$ cat src/rtl/decode_fifo_if.sv
// Fetch-to-decode bundle: fetch handshake in, split head fields and occupancy out.
// slave modport faces the buffer, master modport faces the surrounding datapath.
interface decode_fifo_if #(
   parameter int DEPTH = 4,
   parameter int PC_W  = 32
);
   localparam int CNT_W = $clog2(DEPTH) + 1;

   logic             in_valid;
   logic             in_ready;
   logic [31:0]      in_instr;
   logic [PC_W-1:0]  in_pc;
   logic             flush;
   logic             out_valid;
   logic             out_ready;
   logic [PC_W-1:0]  out_pc;
   logic [5:0]       opcode;
   logic [4:0]       rsOut;
   logic [4:0]       rtOut;
   logic [4:0]       rdOut;
   logic [4:0]       shamt;
   logic [5:0]       funOut;
   logic [31:0]      imm;
   logic [25:0]      target;
   logic             is_rtype;
   logic [CNT_W-1:0] count;

   modport slave (
      input  in_valid, in_instr, in_pc, flush, out_ready,
      output in_ready, out_valid, out_pc, opcode, rsOut, rtOut, rdOut,
             shamt, funOut, imm, target, is_rtype, count
   );

   modport master (
      output in_valid, in_instr, in_pc, flush, out_ready,
      input  in_ready, out_valid, out_pc, opcode, rsOut, rtOut, rdOut,
             shamt, funOut, imm, target, is_rtype, count
   );
endinterface

$ cat src/rtl/decode_fifo.sv
// Decode buffer: DEPTH-entry circular FIFO of {instr, pc}, head split into R/I/J fields, 1-cycle push-to-visible latency.
// in_ready = !full (no path from out_ready); flush beats push/pop. IMM_SEXT_EN selects sign-extended imm.
module decode_fifo #(
   parameter int DEPTH = 4,
   parameter int PC_W  = 32
) (
   input  logic          clk,
   input  logic          rst,
   decode_fifo_if.slave  bus
);
   localparam int PTR_W = $clog2(DEPTH);
   localparam int CNT_W = $clog2(DEPTH) + 1;

   logic [31:0]      mem_q [DEPTH];
   logic [PC_W-1:0]  pc_q  [DEPTH];
   logic [PTR_W-1:0] wptr_q, wptr_d;
   logic [PTR_W-1:0] rptr_q, rptr_d;
   logic [CNT_W-1:0] cnt_q, cnt_d;

   logic full, empty, push, pop;
   logic [31:0]     head;
   logic [PC_W-1:0] head_pc;

   assign full  = (cnt_q == CNT_W'(DEPTH));
   assign empty = (cnt_q == '0);
   assign push  = bus.in_valid && !full;
   assign pop   = bus.out_ready && !empty;

   always_comb begin
      wptr_d = wptr_q;
      rptr_d = rptr_q;
      cnt_d  = cnt_q;
      if (bus.flush) begin
         wptr_d = '0;
         rptr_d = '0;
         cnt_d  = '0;
      end else begin
         if (push) wptr_d = wptr_q + 1'b1;
         if (pop)  rptr_d = rptr_q + 1'b1;
         case ({push, pop})
            2'b10:   cnt_d = cnt_q + 1'b1;
            2'b01:   cnt_d = cnt_q - 1'b1;
            default: cnt_d = cnt_q;
         endcase
      end
   end

   always_ff @(posedge clk or posedge rst) begin
      if (rst) begin
         wptr_q <= '0;
         rptr_q <= '0;
         cnt_q  <= '0;
      end else begin
         wptr_q <= wptr_d;
         rptr_q <= rptr_d;
         cnt_q  <= cnt_d;
      end
   end

   // Storage needs no reset: nothing is visible until count says so.
   always_ff @(posedge clk) begin
      if (push && !bus.flush) begin
         mem_q[wptr_q] <= bus.in_instr;
         pc_q[wptr_q]  <= bus.in_pc;
      end
   end

   assign head    = empty ? 32'd0 : mem_q[rptr_q];
   assign head_pc = empty ? '0 : pc_q[rptr_q];

   assign bus.in_ready  = !full;
   assign bus.out_valid = !empty;
   assign bus.count     = cnt_q;
   assign bus.out_pc    = head_pc;
   assign bus.opcode    = head[31:26];
   assign bus.rsOut     = head[25:21];
   assign bus.rtOut     = head[20:16];
   assign bus.rdOut     = head[15:11];
   assign bus.shamt     = head[10:6];
   assign bus.funOut    = head[5:0];
   assign bus.target    = head[25:0];
   assign bus.is_rtype  = !empty && (head[31:26] == 6'b000000);
`ifdef IMM_SEXT_EN
   assign bus.imm       = {{16{head[15]}}, head[15:0]};
`else
   assign bus.imm       = {16'b0, head[15:0]};
`endif
endmodule
$ cat src/flat_wrapper.sv
// flat-port wrapper written by rule: the top's interface ports become plain ports
module decode_fifo_flat 
#(
   parameter int DEPTH = 4,
   parameter int PC_W  = 32
)
  (clk, rst, bus_in_valid, bus_in_instr, bus_in_pc, bus_flush, bus_out_ready, bus_in_ready, bus_out_valid, bus_out_pc, bus_opcode, bus_rsOut, bus_rtOut, bus_rdOut, bus_shamt, bus_funOut, bus_imm, bus_target, bus_is_rtype, bus_count);
  decode_fifo_if #(.DEPTH(DEPTH), .PC_W(PC_W)) bus_i ();
  input  logic clk;
  input  logic rst;
  input wire logic [$bits(bus_i.in_valid)-1:0] bus_in_valid;
  input wire logic [$bits(bus_i.in_instr)-1:0] bus_in_instr;
  input wire logic [$bits(bus_i.in_pc)-1:0] bus_in_pc;
  input wire logic [$bits(bus_i.flush)-1:0] bus_flush;
  input wire logic [$bits(bus_i.out_ready)-1:0] bus_out_ready;
  output wire logic [$bits(bus_i.in_ready)-1:0] bus_in_ready;
  output wire logic [$bits(bus_i.out_valid)-1:0] bus_out_valid;
  output wire logic [$bits(bus_i.out_pc)-1:0] bus_out_pc;
  output wire logic [$bits(bus_i.opcode)-1:0] bus_opcode;
  output wire logic [$bits(bus_i.rsOut)-1:0] bus_rsOut;
  output wire logic [$bits(bus_i.rtOut)-1:0] bus_rtOut;
  output wire logic [$bits(bus_i.rdOut)-1:0] bus_rdOut;
  output wire logic [$bits(bus_i.shamt)-1:0] bus_shamt;
  output wire logic [$bits(bus_i.funOut)-1:0] bus_funOut;
  output wire logic [$bits(bus_i.imm)-1:0] bus_imm;
  output wire logic [$bits(bus_i.target)-1:0] bus_target;
  output wire logic [$bits(bus_i.is_rtype)-1:0] bus_is_rtype;
  output wire logic [$bits(bus_i.count)-1:0] bus_count;
  assign bus_i.in_valid = bus_in_valid;
  assign bus_i.in_instr = bus_in_instr;
  assign bus_i.in_pc = bus_in_pc;
  assign bus_i.flush = bus_flush;
  assign bus_i.out_ready = bus_out_ready;
  assign bus_in_ready = bus_i.in_ready;
  assign bus_out_valid = bus_i.out_valid;
  assign bus_out_pc = bus_i.out_pc;
  assign bus_opcode = bus_i.opcode;
  assign bus_rsOut = bus_i.rsOut;
  assign bus_rtOut = bus_i.rtOut;
  assign bus_rdOut = bus_i.rdOut;
  assign bus_shamt = bus_i.shamt;
  assign bus_funOut = bus_i.funOut;
  assign bus_imm = bus_i.imm;
  assign bus_target = bus_i.target;
  assign bus_is_rtype = bus_i.is_rtype;
  assign bus_count = bus_i.count;
  decode_fifo #(.DEPTH(DEPTH), .PC_W(PC_W)) u_core (.clk(clk), .rst(rst), .bus(bus_i));
endmodule
$ cat config.mk
export PLATFORM = sky130hd
export DESIGN_NAME = decode_fifo_flat
export DESIGN_NICKNAME = d
export VERILOG_FILES = /design/src/rtl/decode_fifo_if.sv /design/src/rtl/decode_fifo.sv /design/src/flat_wrapper.sv
export SDC_FILE = /design/constraint.sdc
export NUM_CORES = 1
export LEC_CHECK = 0
export CORE_ASPECT_RATIO = 1.75
export CORE_MARGIN = 3
export CORE_UTILIZATION = 51
export DETAILED_ROUTE_END_ITERATION = 8
export PLACE_DENSITY = 0.76
export SYNTH_ARGS = -nofsm -noshare
export SYNTH_HDL_FRONTEND = slang
export SYNTH_SLANG_ARGS = --single-unit
$ cat constraint.sdc
create_clock -name clk -period 7.8 [get_ports clk]
set_input_delay 0.78 -clock clk [delete_from_list [all_inputs] [get_ports clk]]
set_output_delay 0.78 -clock clk [all_outputs]
set_load 0.02 [all_outputs]
==> impl_results.md <==
* Status: completed
* DRC at 0
* Cell at the root of the clock tree: clkbuf_16
* Pwr Total at 4590 uW
* Share of the synthesized area in the top cell type at 0.727
* Cell Pwr Density at 352 nW/um^2
* Crit path max fanout at 47
* Register area at 7870 um^2
* Non-Filler Instances at 924
* Largest net degree at the start of global routing at 68
* Grt ovf at 0
* Most numerous cell in the Yosys netlist: edfxtp_1
* DIE HEIGHT at 196 um
* Post-synth EDFFs at 256
* Fin Setup TNS at 0 ns
* Worst hold-check path type: in -> async
* Row count at 69
* Peak supply drop at 0.257 mV
* Initial DRC Count at 179
* Layout cell share with drive strength beyond 1 at 0.157
* Netlist cell types at 31
* Die X at 115 um
* CTS buffer count at 24
* Core box area at 20400 um^2
* Max Slew Vio Count at 0
* Post-synth top area cell: edfxtp_1
* GRT Overall Usage at 0.177
* Mapped Area at 10600 um^2
* Filler cells at 1392
* R2R depth at 6
* Critical Path End: bus_imm[8]
* Crit end category: output port
* Slew headroom at 0.319
* Nets at 735
* Via count at 5062
* Clock tree buffer depth at 3
* Hold_buf cts at 0
* Worst-Margin Slew at 1.02 ns
* Reg2Reg Launch Point: u_core.bus.count[1]
* Worst Path Required at 7.02 ns
* Fin crit share at 0.537
* Top cells by area, synth: edfxtp_1 (73%), mux4_2 (13%), buf_4 (4.1%), and2_1 (4.1%), dfrtp_1 (1.7%)
* Cell count after placement at 883
* Layout area overhead at 23.4%
* Mapped Cells at 519
* Wire length per cell at 21.5 um
* I/O Pins at 197
* Initial Util at 0.519
* Period minus WS final at 4.19 ns
* Sequential area share after synthesis at 0.744
* PostCTS Resize Cnt at 0
* Die area at 22600 um^2
* Number of buffers added for setup after CTS at 0
* Post-DRT Antenna Nets at 0
* Later-pin clock latency in the skew report at 0.51 ns
* Setup crit start: u_core.rptr_q[0]
* Final cell area excluding filler cells at 13000 um^2
* Commonest cells in the netlist: edfxtp_1 (256), and2_1 (69), mux4_2 (63)
* R2R Setup Slk at 5.17 ns
* Ys Warns at 0
* Max Clock Skew at 0.00842 ns
* Worst setup SP type: flip-flop
* Async SR Flop Fraction at 0.0266
* LEAKAGE at 0.00418 uW
* Finished Core Util at 0.640
* Footprint of the multi-input gates at 2220 um^2
* H-tree depth at 1
* Fmax at 0.239 GHz
* PortBufs at 180
* Final setup viols at 0
* Placed Area at 12200 um^2
* Pre-Repair DR Iteration Count at 4
* RSZ-0062 raised after global routing: no
* Gpl congestion at 0.743
* Clock transition at path regs at 0.06 ns
* Drt total wl at 19.8 mm
* Final Hold Fails at 0
* Most used DFF post-synth: edfxtp_1
* CP arrival at 3.41 ns
* Initial antenna violation count at 1
* Post-DP HPWL at 11.7 mm
* # Max-Cap Violations at 0
* Seq cells post-synth at 263
* R2R Path End: u_core.bus.count[2]
* Setup CP Type: reg -> out
* CTS tree: built
* Vias per cell at 5.48
* Vias in the first global route at 5474
* First-pass GRT wire length at 30.6 mm
* Clock sinks at 263
* Post-Syn Area per Cell at 20.4 um^2
## layout by cell type, fill, tap and decap left out, types with 2 or more instances in the layout
master / netlist / routed
a21oi_1: 4 / 4
and2_1: 69 / 65
and2_4: 0 / 4
bufinv_16: 0 / 4
clkbuf_1: 10 / 2
clkbuf_16: 0 / 25
clkdlybuf4s50_1: 0 / 180
clkinv_1: 0 / 5
clkinvlp_4: 0 / 2
conb_1: 1 / 16
dfrtp_1: 7 / 5
dfrtp_4: 0 / 2
edfxtp_1: 256 / 256
ha_1: 4 / 4
inv_1: 5 / 4
mux4_2: 63 / 63
nand2_1: 3 / 3
nand2b_1: 2 / 2
nand3_1: 2 / 2
nor2_1: 5 / 5
nor3_1: 2 / 2
o22ai_1: 2 / 2
xnor2_1: 2 / 2
xor2_1: 2 / 2
## cell families after synthesis
family / count (synthesis) / synth area share
AOI/OAI and AO/OA: 8 / 0.00462
xor gates and xnor gates: 4 / 0.00332
adders and majority gates: 5 / 0.00663
buffers and inverters: 85 / 0.0523
DFF: 263 / 0.744
muxes: 66 / 0.139
other: 1 / 0.000355
and+or+nand+nor: 87 / 0.0501
## layer usage
layer,GRT usage,up-vias,wire (um)
met5,0,-,0
met1,0.212,2599,7280
met4,0.0548,0,526
met2,0.325,172,11000
met3,0.0267,38,1050
li1,-,2253,-
## sequential cells by signal, summed over array words and instances, names as in the netlist
name and flops:
u_core.wptr_q 2, u_core.bus.count 3, u_core.pc_q 128, u_core.mem_q 128
u_core.rptr_q 2
## worst max-delay path, cell delays in order (launching register included)
cell and delay [ns]:
dfrtp_4 0.68, buf_4 0.82, mux4_2 0.60, and2_1 0.21
clkdlybuf4s50_1 0.56
## report_power, final
| group | switching [uW] | total (uW) | leakage (uW) | internal [uW] |
|---|---|---|---|---|
| Sequential | 77.2 | 1720 | 0.00241 | 1640 |
| Clock | 485 | 1200 | 0.000386 | 714 |
| Combinational | 832 | 1670 | 0.00138 | 834 |
## layout make-up
class / count / area share
flip-flops and latches: 263 / 0.604
inverters: 5 / 0.00144
repair buffers: 181 / 0.139
well taps: 248 / 0.0238
clock inverters: 13 / 0.0134
diodes: 1 / 0.000192
clock buffers: 27 / 0.0486
multi-input cells: 186 / 0.170
## how the worst min path moves through the flow
stage	end	start	slack, ns	cells past startpoint
after detailed placement	u_core.wptr_q[1]	u_core.wptr_q[1]	0.58	2
after global routing	u_core.rptr_q[0]	rst	0.54	2
after CTS	u_core.rptr_q[0]	rst	0.51	2
final	u_core.rptr_q[0]	rst	0.51	2
after global placement	u_core.wptr_q[1]	u_core.wptr_q[1]	0.55	2
after floorplan	u_core.wptr_q[1]	u_core.wptr_q[1]	0.54	2
## through the flow
step           worst slack, ns  hold WS (ns)
3_3_place_gp              4.07         0.553
6_report                  3.61         0.512
3_5_place_dp              4.02         0.579
4_1_cts                   3.46         0.507
2_1_floorplan             4.65         0.543
5_1_grt                   3.32         0.536
No activity file was read; power rests on OpenSTA's default activity.
